--- src/rtl/avg_seq_ctrl.sv ---
// Averaging sequencer: accumulates NSAMP signed samples, then runs NSHIFT arithmetic shift passes.
// Define AVG_SAT_EN to saturate avg to the DW-bit signed range instead of wrapping.
//   state | meaning
//   IDLE  | waiting for start
//   ACCUM | accepting samples into the accumulator
//   SHIFT | NSHIFT passes of acc >>> sa
//   OUT   | avg held with out_valid until out_ready
module avg_seq_ctrl #(
  parameter int DW     = 16,
  parameter int NSAMP  = 8,
  parameter int NSHIFT = 3
) (
  input  logic                 Clk,
  input  logic                 Rst,
  input  logic                 start,
  input  logic [7:0]           sa,
  input  logic signed [DW-1:0] in_data,
  input  logic                 in_valid,
  output logic                 in_ready,
  output logic signed [DW-1:0] avg,
  output logic                 out_valid,
  input  logic                 out_ready,
  output logic                 busy
);

  localparam int CW = $clog2(NSAMP) + 1;
  localparam int PW = (NSHIFT > 1) ? $clog2(NSHIFT) : 1;
  localparam logic [CW-1:0] LAST_CNT  = CW'(NSAMP - 1);
  localparam logic [PW-1:0] LAST_PASS = PW'(NSHIFT - 1);

  typedef enum logic [1:0] {S_IDLE, S_ACCUM, S_SHIFT, S_OUT} state_t;

  state_t                state_q, state_d;
  logic signed [31:0]    acc_q, acc_d;
  logic [CW-1:0]         cnt_q, cnt_d;
  logic [7:0]            sa_q, sa_d;
  logic [PW-1:0]         pass_q, pass_d;
  logic signed [DW-1:0]  avg_q, avg_d;
  logic signed [31:0]    acc_shr;
  logic signed [DW-1:0]  avg_next;

  // Shifts of 32 or more collapse to pure sign bits.
  assign acc_shr = (sa_q >= 8'd32) ? {32{acc_q[31]}} : (acc_q >>> sa_q[4:0]);

`ifdef AVG_SAT_EN
  localparam logic signed [31:0] SAT_MAX = (32'sd1 <<< (DW - 1)) - 32'sd1;
  localparam logic signed [31:0] SAT_MIN = -(32'sd1 <<< (DW - 1));
  always_comb begin
    avg_next = DW'(acc_shr);
    if (acc_shr > SAT_MAX)      avg_next = DW'(SAT_MAX);
    else if (acc_shr < SAT_MIN) avg_next = DW'(SAT_MIN);
  end
`else
  assign avg_next = acc_shr[DW-1:0];
`endif

  always_comb begin
    state_d = state_q;
    acc_d   = acc_q;
    cnt_d   = cnt_q;
    sa_d    = sa_q;
    pass_d  = pass_q;
    avg_d   = avg_q;
    case (state_q)
      S_IDLE: begin
        if (start) begin
          state_d = S_ACCUM;
          acc_d   = '0;
          cnt_d   = '0;
          sa_d    = sa;
        end
      end
      S_ACCUM: begin
        if (in_valid) begin
          acc_d = acc_q + 32'(in_data);
          cnt_d = cnt_q + CW'(1);
          if (cnt_q == LAST_CNT) begin
            state_d = S_SHIFT;
            pass_d  = LAST_PASS;
          end
        end
      end
      S_SHIFT: begin
        acc_d  = acc_shr;
        pass_d = pass_q - PW'(1);
        if (pass_q == '0) begin
          state_d = S_OUT;
          avg_d   = avg_next;
        end
      end
      S_OUT: begin
        if (out_ready) state_d = S_IDLE;
      end
      default: state_d = S_IDLE;
    endcase
  end

  always_ff @(posedge Clk or negedge Rst) begin
    if (!Rst) begin
      state_q <= S_IDLE;
      acc_q   <= '0;
      cnt_q   <= '0;
      sa_q    <= '0;
      pass_q  <= '0;
      avg_q   <= '0;
    end else begin
      state_q <= state_d;
      acc_q   <= acc_d;
      cnt_q   <= cnt_d;
      sa_q    <= sa_d;
      pass_q  <= pass_d;
      avg_q   <= avg_d;
    end
  end

  assign in_ready  = (state_q == S_ACCUM);
  assign out_valid = (state_q == S_OUT);
  assign busy      = (state_q != S_IDLE);
  assign avg       = avg_q;

endmodule
--- config.mk ---
export PLATFORM = sky130hd
export DESIGN_NAME = avg_seq_ctrl
export DESIGN_NICKNAME = d
export VERILOG_FILES = /design/src/rtl/avg_seq_ctrl.sv
export SDC_FILE = /design/constraint.sdc
export NUM_CORES = 1
export LEC_CHECK = 0
export BUFFER_PORTS_ARGS = -buffer_cell sky130_fd_sc_hd__buf_4
export CAP_MARGIN = 0
export CORE_ASPECT_RATIO = 0.9
export CORE_MARGIN = 3
export CORE_UTILIZATION = 45
export DETAILED_ROUTE_END_ITERATION = 10
export GPL_TIMING_DRIVEN = 0
export SLEW_MARGIN = 25
export SYNTH_ARGS = -nofsm -noshare
export SYNTH_HDL_FRONTEND = slang
export SYNTH_SLANG_ARGS = --single-unit
export TNS_END_PERCENT = 20
--- constraint.sdc ---
create_clock -name Clk -period 4.2 [get_ports Clk]
set_clock_uncertainty 0.2 [all_clocks]
set_input_delay 0.21 -clock Clk [delete_from_list [all_inputs] [get_ports Clk]]
set_output_delay 0.21 -clock Clk [all_outputs]
set_load 0.02 [all_outputs]
Yosys cells after proc, flatten, opt, wreduce, memory -nomap -nowiden
Index checks and enable logic that the tools add are counted.
- register bits after elaboration: 64
- output and inout port bits: 19
- input port bits: 29
- memories kept: 0
- memory bits (read-only): 0
- bits in latches: 0
- bits in writable memories: 0
- eq/ne operators: 10
- divide/modulo/power cells: 0
- multiplexer cells: 14
- add/sub/neg operators: 3
- magnitude comparators: 1
- shift-type cells: 1
- bitwise gates (word level): 0
- multipliers: 0
- reductions and logical operators: 13
- operators by type and width (cell ; number):
    $mux 32 ; 3
    $pmux 32 s3 ; 1
    $add 32x16->32 ; 1
    $sshr 32x5->32 ; 1
    $mux 2 ; 5
    $reduce_and 3->1 ; 3
    $ge 8x6->1 const B ; 1
    $mux 4 ; 2
    $ne 2x2->1 const B ; 4
    $pmux 2 s4 ; 1
    $pmux 4 s2 ; 1
    $reduce_bool 2->1 ; 3
    $reduce_and 5->1 ; 1
    $add 4x1->4 const B ; 1
    $eq 2x2->1 const B ; 2
    $eq 4x3->1 const B ; 1
    $logic_not 2->1 ; 2
    $ne 2x1->1 const B ; 2
    $pmux 2 s2 ; 1
    $reduce_and 2->1 ; 2
    $reduce_and 4->1 ; 1
    $reduce_bool 3->1 ; 1
    $eq 2x1->1 const B ; 1
    $sub 2x1->2 const B ; 1

Longest topological paths before layout
Gate-level depths: netlist of the first run.
- word-level depth: 4
- depth in mapped cells: 12

Worst setup path before layout of the first run
OpenSTA, ideal clock, no wires.
- path kind: reg-to-reg
- from: register acc_q[0]
- to: register acc_q[28]
- arrival: 2.548 ns
- cell stages (with the launch flop): 13
- path slack: 1.326 ns
- required time: 3.874 ns
- path buffers: 0
- cells stage by stage: dfrtp_1 -> ha_1 -> inv_1 -> fa_1 -> nor2b_1 -> o31a_1 -> o21bai_4 -> o32ai_2 -> nor4b_2 -> or2_1 -> a31oi_1 -> a21oi_1 -> a221o_1
- longest elaborated chain between the ends: 3
- elaborated cells between the ends (all ways): 5
- those cells by class: add/sub: 1; shift: 1; mux: 3
- RTL lines (what ; line ; source):
    from (decl) ; 34 ; logic signed [31:0] acc_q, acc_d;
    from (signal assigned) ; 101 ; acc_q <= '0;
    from (signal assigned) ; 108 ; acc_q <= acc_d;
    $add 32x16->32 or $sshr 32x5->32 (tied branches) ; 75, 43 ;
    $mux 32 (on tied branches) ; 74, 43 ;
    $pmux 32 s3 (*) ; 64 ; case (state_q)
Mark *: on every way between the ends. The rest lies on a longest branch, timed or not. The select of a mux whose other input is x is not followed.
A chain may end at the register's enable or synchronous reset.

Worst setup path after layout of the first run
- from: register state_q[1]
- to: register acc_q[29]
- longest elaborated chain between the ends: 3
- elaborated cells between the ends (all ways): 8
- those cells by class: eq/ne: 4; mux: 1; reduce/logical: 3
- RTL lines (what ; line ; source):
    from (decl) ; 33 ; state_t state_q, state_d;
    from (signal assigned) ; 107 ; state_q <= state_d;
    $eq 2x1->1, or another cell as far along ; 64 ;
    $ne 2x2->1 (no line) or $reduce_bool 3->1 (tied branches) ; -- ;
    $reduce_and 3->1 (no line) ; -- ;
Several ways; a longest one is shown, not always the timed one.

==> results.py, run 1 <==
metrics = {
    "global_route": {
        "grt_pass1_vias": 6133,
        "grt_max_degree": 65,
        "gr-total-overflow": 0,
        "antenna_found_initial": 0,
        "grt.total_usage_pct": 28.9,
        "grt_pass1_wl_microns": 35600,
    },
    "synthesis": {
        "yosys-top-cells-count": "a21oi_1, nand2_1, dfrtp_1",
        "synth_edf_count": 0,
        "yosysMostFrequentCell": "a21oi_1",
        "syn_area_sq_um": 6460,
        "synth_area_leaders": "dfrtp_1, mux4_2, ha_1",
        "yosys_warnings": 0,
        "synth_nets": 797,
        "synth_seq_cells": 64,
        "avgSynthCellArea_sq_um": 8.86,
        "netlist.area_leader.share_pct": 24.8,
        "yosysTopAreaCell": "dfrtp_1",
        "yosysSeqAreaShare_pct": 24.8,
        "synth_cell_type_count": 74,
        "synthCells": 729,
        "synth_flop_cell": "dfrtp_1",
        "async_flop_share_pct": 100,
    },
    "routing": {
        "route.detailed.wl_per_inst_microns": 23.5,
        "routed_wl_microns": 23200,
        "ant_nets": 0,
        "remaining_drc_errors": 0,
        "viasPerCell": 6.44,
        "drtPass1Iterations": 5,
        "first_iter_violations": 540,
        "vias": 6377,
    },
    "floorplanning": {
        "die_width_microns": 132,
        "ios": 48,
        "coreArea_sq_um": 13700,
        "rows": 40,
        "start_util_pct": 47.1,
        "dieArea_sq_um": 15800,
        "die_h_microns": 120,
    },
    "power_and_ir_drop": {
        "comb_power_share_pct": 68.6,
        "switchingPower_mw": 3.13,
        "swShare_pct": 52.3,
        "p_leak_nw": 3.23,
        "power_density_nw_per_um2": 804,
        "ir_worst_vdd_mv": 0.450,
        "p_int_mw": 2.85,
        "power_frac_clock_pct": 12.9,
        "seq_power_share_pct": 18.5,
    },
    "critical_path": {
        "cp-end-kind": "flop",
        "path_class": "reg2reg",
        "worstPathRequired_ns": 4.19,
        "arrival_ns": 3.83,
        "path_max_fanout": 10,
        "cp-start-kind": "flop",
    },
    "sta": {
        "min_period_ns": 3.84,
        "fin_ws_ns": 0.355,
        "hold_viol": 0,
        "rsz0062_at_grt": "false",
        "slew_headroom_pct": 43.8,
        "drv_slew": 0,
        "timing.fmax_mhz": 260,
        "tightest_slew_ns": 0.843,
        "min_period_over_period_pct": 91.5,
        "fin_setup_tns_ns": 0,
        "setup_viol": 0,
    },
    "clock_tree": {
        "tritoncts": "yes",
        "clk_latency_ns": 0.34,
        "clkSinkCount": 64,
        "cts.clk_slew.worst_paths_ns": 0.06,
        "clk_path_buf_depth": 2,
        "numCtsBuffers": 9,
        "htree_levels": 3,
        "clockRootBuffer": "clkbuf_16",
    },
    "placement": {
        "place.gp.congestion": 0.976,
        "dpl.hpwl_microns": 18100,
        "dp_slack_ns": 0.484,
        "io_buffers": 46,
    },
    "cells_and_area": {
        "diodes": 0,
        "fin_nets": 864,
        "area_growth_pct": 15.3,
        "num-fill-cells": 1356,
        "drive_above_1_share_pct": 17.2,
    },
    "worst_hold_path": {
        "min_path_type": "in2reg",
    },
    "outcome": {
        "status": "finished, final reports clean",
    },
    "job": {
        "cap_violations": 0,
    },
}
## cell families after synthesis
logic type / synth area share [%]
DFF: 24.8
muxes: 20.0
AOI/OAI and AO/OA: 25.7
and+or+nand+nor: 13.6
buffers and inverters: 5.05
adders and majority gates: 7.67
xor gates and xnor gates: 3.12
## critical path, cell delays in order (launching register included)
cell and delay, ns:
dfrtp_1 0.39, inv_1 0.12, ha_1 0.18, clkbuf_1 0.28, inv_1 0.32, o21ai_0 0.50
nand2b_1 0.40, nor2_1 0.21, nand2_1 0.43, clkbuf_1 0.46, o221ai_1 0.19
## layer usage
layer / GRT usage, % / up-vias / part of all wire [%]
met5: 0 / - / 0
met3: 6.08 / 45 / 7.1
met2: 45.4 / 257 / 45
met1: 40.3 / 3174 / 45
li1: - / 2901 / -
met4: 8.38 / 0 / 2.9
## power by group through the flow
stage	Sequential (mW)	Combinational, mW	Clock, mW
after global placement	1.10	3.93	0
final	1.11	4.10	0.771
after floorplan	1.10	2.74	0
after CTS	1.10	4.02	0.784
after detailed placement	1.11	3.99	0
after global routing	1.14	4.41	0.809
## per-stage QoR
step           hold WS [ns]  area, sq um  std cells  total power [mW]  utilization, %
3_3_place_gp          0.146         7040        964              5.03            51.4
3_5_place_dp          0.163         7040        964              5.11            51.4
4_1_cts              0.0693         7450        990              5.91            54.3
2_1_floorplan        -0.286         6460        729              3.84               -
5_1_grt               0.112         7450        990              6.36            54.3
6_report             0.0763         7450        990              5.99            54.3
## registers in the layout, indices dropped and copies added, names as in the netlist
name / flops
state_q: 2
cnt_q: 4
avg: 16
acc_q: 32
pass_q: 2
sa_q: 8
## cell usage in the layout, fill, tap and decap left out, types with 11 or more instances in the layout
cell,instances
mux4_2,23
clkbuf_1,34
a21oi_1,70
nor2_1,43
nand2_1,66
buf_4,49
o21ai_0,49
mux2i_1,40
nor3_1,12
a21o_1,16
xor2_1,14
a31oi_1,12
mux2_2,23
dfrtp_1,64
o21ai_1,19
inv_1,21
ha_1,38
nand3_1,11
## final timing paths
check	startpoint	slack [ns]	depth (start not counted)	end
max in group asynchronous	Rst	2.92	2	acc_q[24]$_DFFE_PN0P_
min in group asynchronous	Rst	0.33	2	pass_q[0]$_DFFE_PN0P_
max reg2reg	state_q[1]$_DFFE_PN0P_	0.36	10	acc_q[29]$_DFFE_PN0P_
min reg2reg	avg[13]$_DFFE_PN0P_	0.28	2	avg[13]$_DFFE_PN0P_
min	in_data[0]	0.08	4	acc_q[0]$_DFFE_PN0P_
max	state_q[1]$_DFFE_PN0P_	0.36	10	acc_q[29]$_DFFE_PN0P_
## final cells by class
type | count | area (sq um) | area share [%]
clock buffers | 9 | 225 | 3.02
multi-input cells | 591 | 4530 | 60.9
well taps | 189 | 236 | 3.17
repair buffers | 56 | 445 | 5.98
inverters | 24 | 90.1 | 1.21
flip-flops and latches | 64 | 1600 | 21.5
plain buffers | 50 | 236 | 3.17
clock inverters | 7 | 78.8 | 1.06
## what timing repair did
action                                 4_1_cts  5_1_grt
gates resized for setup                      0        0
setup buffers                                0        0
hold buffers                                10        0
endpoints found under the hold margin       73        0
Note: power is estimated with default switching activity, not from simulation.
==> inputs of run 2 (changes only) <==
--- a/config.mk
+++ b/config.mk
@@ -7,11 +7,14 @@
 export LEC_CHECK = 0
 export BUFFER_PORTS_ARGS = -buffer_cell sky130_fd_sc_hd__buf_4
 export CAP_MARGIN = 0
+export CELL_PAD_IN_SITES_DETAIL_PLACEMENT = 0
+export CELL_PAD_IN_SITES_GLOBAL_PLACEMENT = 2
 export CORE_ASPECT_RATIO = 0.9
 export CORE_MARGIN = 3
-export CORE_UTILIZATION = 45
+export CORE_UTILIZATION = 39
 export DETAILED_ROUTE_END_ITERATION = 10
 export GPL_TIMING_DRIVEN = 0
+export PLACE_DENSITY_LB_ADDON = 0.1
 export SLEW_MARGIN = 25
 export SYNTH_ARGS = -nofsm -noshare
 export SYNTH_HDL_FRONTEND = slang
==> run 2 against run 1 <==
  * First-iteration DRC count shrank 2.6%
  * Total power grew 0.27%
  * Largest cell class unchanged
  * Register-to-register slack gained 0.12 ns
  * Critical path depth is the same
  * Global-route usage shrank 2.4 points
  * Largest power group unchanged
  * Fmax grew 3.1%
  * Combinational power shrank 1%
  * Routed wire length grew 3.7%
==> results.py, run 2 (synthesized netlist as in run 1, its figures left out) <==
metrics = {
    "outcome": {
        "status": "finished, final reports clean",
    },
    "power_and_ir_drop": {
        "power_mw": 6.00,
        "ir_worst_vdd_mv": 0.316,
        "power_density_nw_per_um2": 804,
        "switchingPower_mw": 3.14,
        "seq_power_share_pct": 19.1,
        "p_int_mw": 2.86,
        "swShare_pct": 52.3,
        "power_frac_clock_pct": 13.2,
        "p_leak_nw": 3.23,
        "comb_power_share_pct": 67.7,
    },
    "clock_tree": {
        "htree_levels": 3,
        "numCtsBuffers": 9,
        "clk_path_buf_depth": 2,
        "cts.clk_slew.worst_paths_ns": 0.06,
        "tritoncts": "yes",
        "clkSinkCount": 64,
        "cts-hold-fix-buffers": 9,
        "cts_setup_buffers": 0,
        "clk_latency_ns": 0.34,
        "cts_resized": 0,
        "clockRootBuffer": "clkbuf_16",
    },
    "cells_and_area": {
        "final-seq-area_sq_um": 1600,
        "diodes": 0,
        "num-fill-cells": 1633,
        "largest_reg_flops": 32,
        "mostFrequentLayoutCell": "a21oi_1",
        "drive_above_1_share_pct": 17.3,
        "finalInstanceArea_sq_um": 7460,
        "area_growth_pct": 15.5,
        "regMostFlops": "acc_q",
        "final_core_util_pct": 46.1,
        "final_cell_mix": "a21oi_1, nand2_1, dfrtp_1, buf_4, o21ai_0",
        "fin_nets": 863,
        "multiInputGateArea_sq_um": 4530,
        "final_cell_count_no_fill": 1007,
    },
    "global_route": {
        "grt_pass1_wl_microns": 36500,
        "grt_pass1_vias": 5849,
        "grt.total_usage_pct": 26.4,
        "grt_max_degree": 65,
        "gr-total-overflow": 0,
        "antenna_found_initial": 0,
    },
    "sta": {
        "tightest_slew_ns": 0.886,
        "min_period_over_period_pct": 88.8,
        "timing.fmax_mhz": 268,
        "drv_slew": 0,
        "min_period_ns": 3.73,
        "fin_setup_tns_ns": 0,
        "hold_ws_ns": 0.0269,
        "slew_headroom_pct": 41.0,
        "fin_ws_ns": 0.472,
        "hold_viol": 0,
        "setup_viol": 0,
        "rsz0062_at_grt": "false",
    },
    "floorplanning": {
        "rows": 44,
        "die_width_microns": 142,
        "coreArea_sq_um": 16200,
        "die_h_microns": 128,
        "dieArea_sq_um": 18200,
        "ios": 48,
        "start_util_pct": 39.9,
    },
    "routing": {
        "routed_wl_microns": 24100,
        "drtPass1Iterations": 6,
        "route.detailed.wl_per_inst_microns": 23.9,
        "remaining_drc_errors": 0,
        "vias": 6301,
        "viasPerCell": 6.26,
        "first_iter_violations": 526,
        "ant_nets": 0,
    },
    "placement": {
        "io_buffers": 46,
        "dpl-instance-area_sq_um": 7070,
        "place.gp.congestion": 0.924,
        "dpl.hpwl_microns": 18900,
        "dp_slack_ns": 0.493,
        "dp.cells": 982,
    },
    "critical_path": {
        "arrival_ns": 3.72,
        "critPathSlowestCell": "o21ai_0",
        "worstPathRequired_ns": 4.19,
        "path_max_fanout": 10,
        "r2r-end": "acc_q[27]$_DFFE_PN0P_",
        "rr_worst_depth": 10,
        "crit_chain": "inv_1 -> ha_1 -> clkbuf_1 -> inv_1 -> o21ai_0 -> nand2b_1 -> nor2_1 -> nand2_1 -> clkbuf_1 -> o221ai_1",
        "crit_path_max_incr_delay_ns": 0.47,
        "reg2reg_slack_ns": 0.47,
        "timing.rr.start": "state_q[1]$_DFFE_PN0P_",
        "cp-end-kind": "flop",
        "cp-start-kind": "flop",
        "path_class": "reg2reg",
    },
    "worst_hold_path": {
        "holdPathStages": 3,
        "min_path_type": "in2reg",
        "hold-path-endpoint": "cnt_q[0]$_DFFE_PN0P_",
        "hold_start": "in_valid",
    },
    "job": {
        "cap_violations": 0,
    },
}
==> run 2: cell count changes in the layout (fill, tap and decap cells not counted), sizes merged <==
| cell | previous run | this run |
|---|---|---|
| clkbuf | 43 | 44 |
| dlygate4sd3 | 10 | 9 |
| inv | 25 | 24 |
==> run 2: critical path: cells and delay by family (launching register included) <==
kind	cells	cell delay [ns]
simple gates	3	0.96
buf+inv	4	1.19
flops	1	0.40
compound gates	2	0.65
fa+ha+maj	1	0.18
==> run 2: worst max-delay path by stage <==
| stage | start | endpoint | slack [ns] |
|---|---|---|---|
| after detailed placement | state_q[1]$_DFFE_PN0P_ | acc_q[22]$_DFFE_PN0P_ | 0.49 |
| after floorplan | acc_q[0]$_DFFE_PN0P_ | acc_q[28]$_DFFE_PN0P_ | 1.33 |
| after global placement | state_q[1]$_DFFE_PN0P_ | acc_q[27]$_DFFE_PN0P_ | 0.56 |
| after global routing | state_q[1]$_DFFE_PN0P_ | acc_q[21]$_DFFE_PN0P_ | 0.16 |
| final | state_q[1]$_DFFE_PN0P_ | acc_q[27]$_DFFE_PN0P_ | 0.47 |
| after CTS | state_q[1]$_DFFE_PN0P_ | acc_q[11]$_DFFE_PN0P_ | 0.46 |
==> run 2: final cells by class <==
class	instances	share of cell area [%]
multi-input cells	591	60.8
flip-flops and latches	64	21.5
repair buffers	55	5.84
well taps	207	3.47
clock buffers	10	3.20
plain buffers	50	3.17
inverters	24	1.21
clock inverters	6	0.889
==> run 2: metal layers <==
metal | global-route usage [%] | wire, microns
met4 | 6.49 | 478
met3 | 4.07 | 1330
met5 | 0 | 0
met1 | 39.5 | 11500
met2 | 40.0 | 10700
==> run 2: power by group through the flow <==
stage	clock, mW	combinational (mW)	sequential (mW)
after floorplan	0	2.74	1.10
after global placement	0	3.97	1.13
after detailed placement	0	3.98	1.15
after CTS	0.798	4.01	1.14
after global routing	0.828	4.37	1.17
final	0.792	4.06	1.15
==> inputs of run 3 (changes only) <==
==> constraint.sdc (replaced) <==
create_clock -name Clk -period 4.2 [get_ports Clk]
set_clock_uncertainty 0.2 [all_clocks]
set_input_delay 1.05 -clock Clk [delete_from_list [all_inputs] [get_ports Clk]]
set_output_delay 1.05 -clock Clk [all_outputs]
set_load 0.02 [all_outputs]
==> run 3 against run 2 <==
  * Hold slack better by 0.26 ns
  * Critical endpoint is now acc_q[26]$_DFFE_PN0P_
  * Cell count decreased by 0.89%
  * Design area is 1.2% lower
  * Clock power barely moved
  * Combinational power hardly changed
  * Total power shrank 0.13%
  * Via count fell by 0.90%
  * Fmax fell by 5.4%
  * Worst setup slack worse by 0.21 ns
  * Sequential share of layout area up 0.26 points
==> results.py, run 3 (synthesized netlist as in run 1, its figures left out) <==
metrics = {
    "outcome": {
        "status": "finished, final reports clean",
    },
    "critical_path": {
        "rr_worst_depth": 10,
        "path_class": "in2reg",
        "arrival_ns": 3.94,
        "crit_path_frequent_cell": "o211ai_1",
        "r2r-end": "acc_q[11]$_DFFE_PN0P_",
        "reg2reg_slack_ns": 0.45,
        "path_max_fanout": 3,
        "timing.rr.start": "state_q[1]$_DFFE_PN0P_",
        "crit_path_max_incr_delay_ns": 0.73,
        "worstPathRequired_ns": 4.20,
        "cp-end-kind": "flop",
        "crit_family": "compound AO/OA/AOI/OAI gates",
        "crit_chain": "buf_4 -> ha_1 -> inv_1 -> fa_1 -> nor2b_1 -> o31a_1 -> o21ai_1 -> a2111oi_1 -> o211ai_1 -> a31oi_1 -> a211oi_1 -> mux2i_1 -> o211ai_1",
        "path_buf_inv": 2,
        "cp-start-kind": "primary input",
        "critPathSlowestCell": "a2111oi_1",
    },
    "sta": {
        "min_period_ns": 3.94,
        "hold_viol": 0,
        "timing.fmax_mhz": 254,
        "tightest_slew_ns": 0.872,
        "slew_headroom_pct": 41.8,
        "fin_ws_ns": 0.259,
        "min_period_over_period_pct": 93.8,
        "drv_slew": 0,
        "rsz0062_at_grt": "false",
        "setup_viol": 0,
    },
    "cells_and_area": {
        "diodes": 0,
        "area_growth_pct": 14.1,
        "final_cell_mix": "a21oi_1, nand2_1, dfrtp_1, buf_4, o21ai_0",
        "drive_above_1_share_pct": 17.4,
        "mostFrequentLayoutCell": "a21oi_1",
        "regMostFlops": "acc_q",
        "fin_nets": 854,
        "largest_reg_flops": 32,
        "final_cell_count_no_fill": 998,
    },
    "power_and_ir_drop": {
        "power_frac_clock_pct": 13.2,
        "swShare_pct": 52.4,
        "ir_worst_vdd_mv": 0.317,
        "comb_power_share_pct": 67.7,
        "switchingPower_mw": 3.14,
        "power_density_nw_per_um2": 813,
        "p_leak_nw": 3.19,
        "seq_power_share_pct": 19.1,
        "p_int_mw": 2.85,
    },
    "clock_tree": {
        "htree_levels": 3,
        "clockRootBuffer": "clkbuf_16",
        "tritoncts": "yes",
        "numCtsBuffers": 9,
        "cts_resized": 0,
        "clk_path_buf_depth": 2,
        "clkSinkCount": 64,
        "cts-hold-fix-buffers": 0,
        "cts_setup_buffers": 0,
        "cts.clk_slew.worst_paths_ns": 0.06,
        "clk_latency_ns": 0.34,
    },
    "worst_hold_path": {
        "holdPathStages": 2,
        "hold_start": "avg[11]$_DFFE_PN0P_",
        "hold-path-endpoint": "avg[11]$_DFFE_PN0P_",
        "min_path_type": "reg2reg",
    },
    "routing": {
        "viasPerCell": 6.26,
        "routed_wl_microns": 24000,
        "ant_nets": 0,
        "remaining_drc_errors": 0,
        "route.detailed.wl_per_inst_microns": 24.0,
        "drtPass1Iterations": 5,
        "first_iter_violations": 579,
        "vias": 6244,
    },
    "global_route": {
        "gr-total-overflow": 0,
        "grt_pass1_vias": 5814,
        "grt_pass1_wl_microns": 36400,
        "grt.total_usage_pct": 26.4,
        "antenna_found_initial": 0,
        "grt_max_degree": 65,
    },
    "job": {
        "cap_violations": 0,
    },
    "placement": {
        "dp.cells": 982,
        "dpl.hpwl_microns": 18900,
        "dp_slack_ns": -0.00388,
        "place.gp.congestion": 0.924,
        "io_buffers": 46,
    },
    "floorplanning": {
        "start_util_pct": 39.9,
        "die_h_microns": 128,
        "die_width_microns": 142,
        "rows": 44,
        "dieArea_sq_um": 18200,
        "coreArea_sq_um": 16200,
        "ios": 48,
    },
}
## run 3: cell types whose count changed in the layout (fill, tap and decap cells not counted), sizes merged
cell         change
dlygate4sd3      -9
## run 3: power groups by stage
stage	clock network (mW)	registers, mW	logic, mW
after floorplan	0	1.10	2.74
after global placement	0	1.13	3.97
after detailed placement	0	1.15	3.98
after CTS	0.798	1.14	4.00
after global routing	0.828	1.17	4.36
final	0.790	1.15	4.06
## run 3: worst register-to-register path: stages, from the launching register on
cell,delay [ns]
dfrtp_1,0.40
inv_1,0.13
ha_1,0.18
clkbuf_1,0.32
inv_1,0.29
o21ai_0,0.47
nand2b_1,0.40
nor2_1,0.18
nand2_1,0.39
clkbuf_1,0.47
o221ai_1,0.19
## run 3: routing by layer
metal / routed length (microns) / track usage, % / vias to the layer above
li1: - / - / 2887
met1: 11300 / 39.4 / 3099
met2: 10700 / 39.9 / 230
met3: 1460 / 4.07 / 28
met4: 461 / 6.49 / 0
met5: 0 / 0 / -
## run 3: how the worst max path moves through the flow
stage | cells past startpoint | from | end
after global routing | 13 | in_data[0] | acc_q[26]$_DFFE_PN0P_
after floorplan | 12 | in_data[0] | acc_q[28]$_DFFE_PN0P_
after detailed placement | 13 | in_data[0] | acc_q[26]$_DFFE_PN0P_
after global placement | 13 | in_data[0] | acc_q[26]$_DFFE_PN0P_
final | 13 | in_data[0] | acc_q[26]$_DFFE_PN0P_
after CTS | 13 | in_data[0] | acc_q[26]$_DFFE_PN0P_
## run 3: layout make-up
class                   count  area, sq um
multi-input cells         591         4530
clock buffers              10          239
fillers                  1639         8810
clock inverters             6         66.3
inverters                  24         90.1
flip-flops and latches     64         1600
plain buffers              50          236
repair buffers             46          345
well taps                 207          259
## run 3: metrics by stage
stage / utilization, % / hold slack (ns) / power, mW / setup TNS [ns] / area, sq um
after global placement: 43.7 / 0.265 / 5.10 / -0.0317 / 7070
after floorplan: - / 0.257 / 3.84 / 0 / 6460
after CTS: 45.5 / 0.286 / 5.94 / 0 / 7370
after global routing: 45.5 / 0.313 / 6.36 / 0 / 7370
final: 45.5 / 0.283 / 5.99 / 0 / 7370
after detailed placement: 43.7 / 0.273 / 5.13 / -0.00388 / 7070
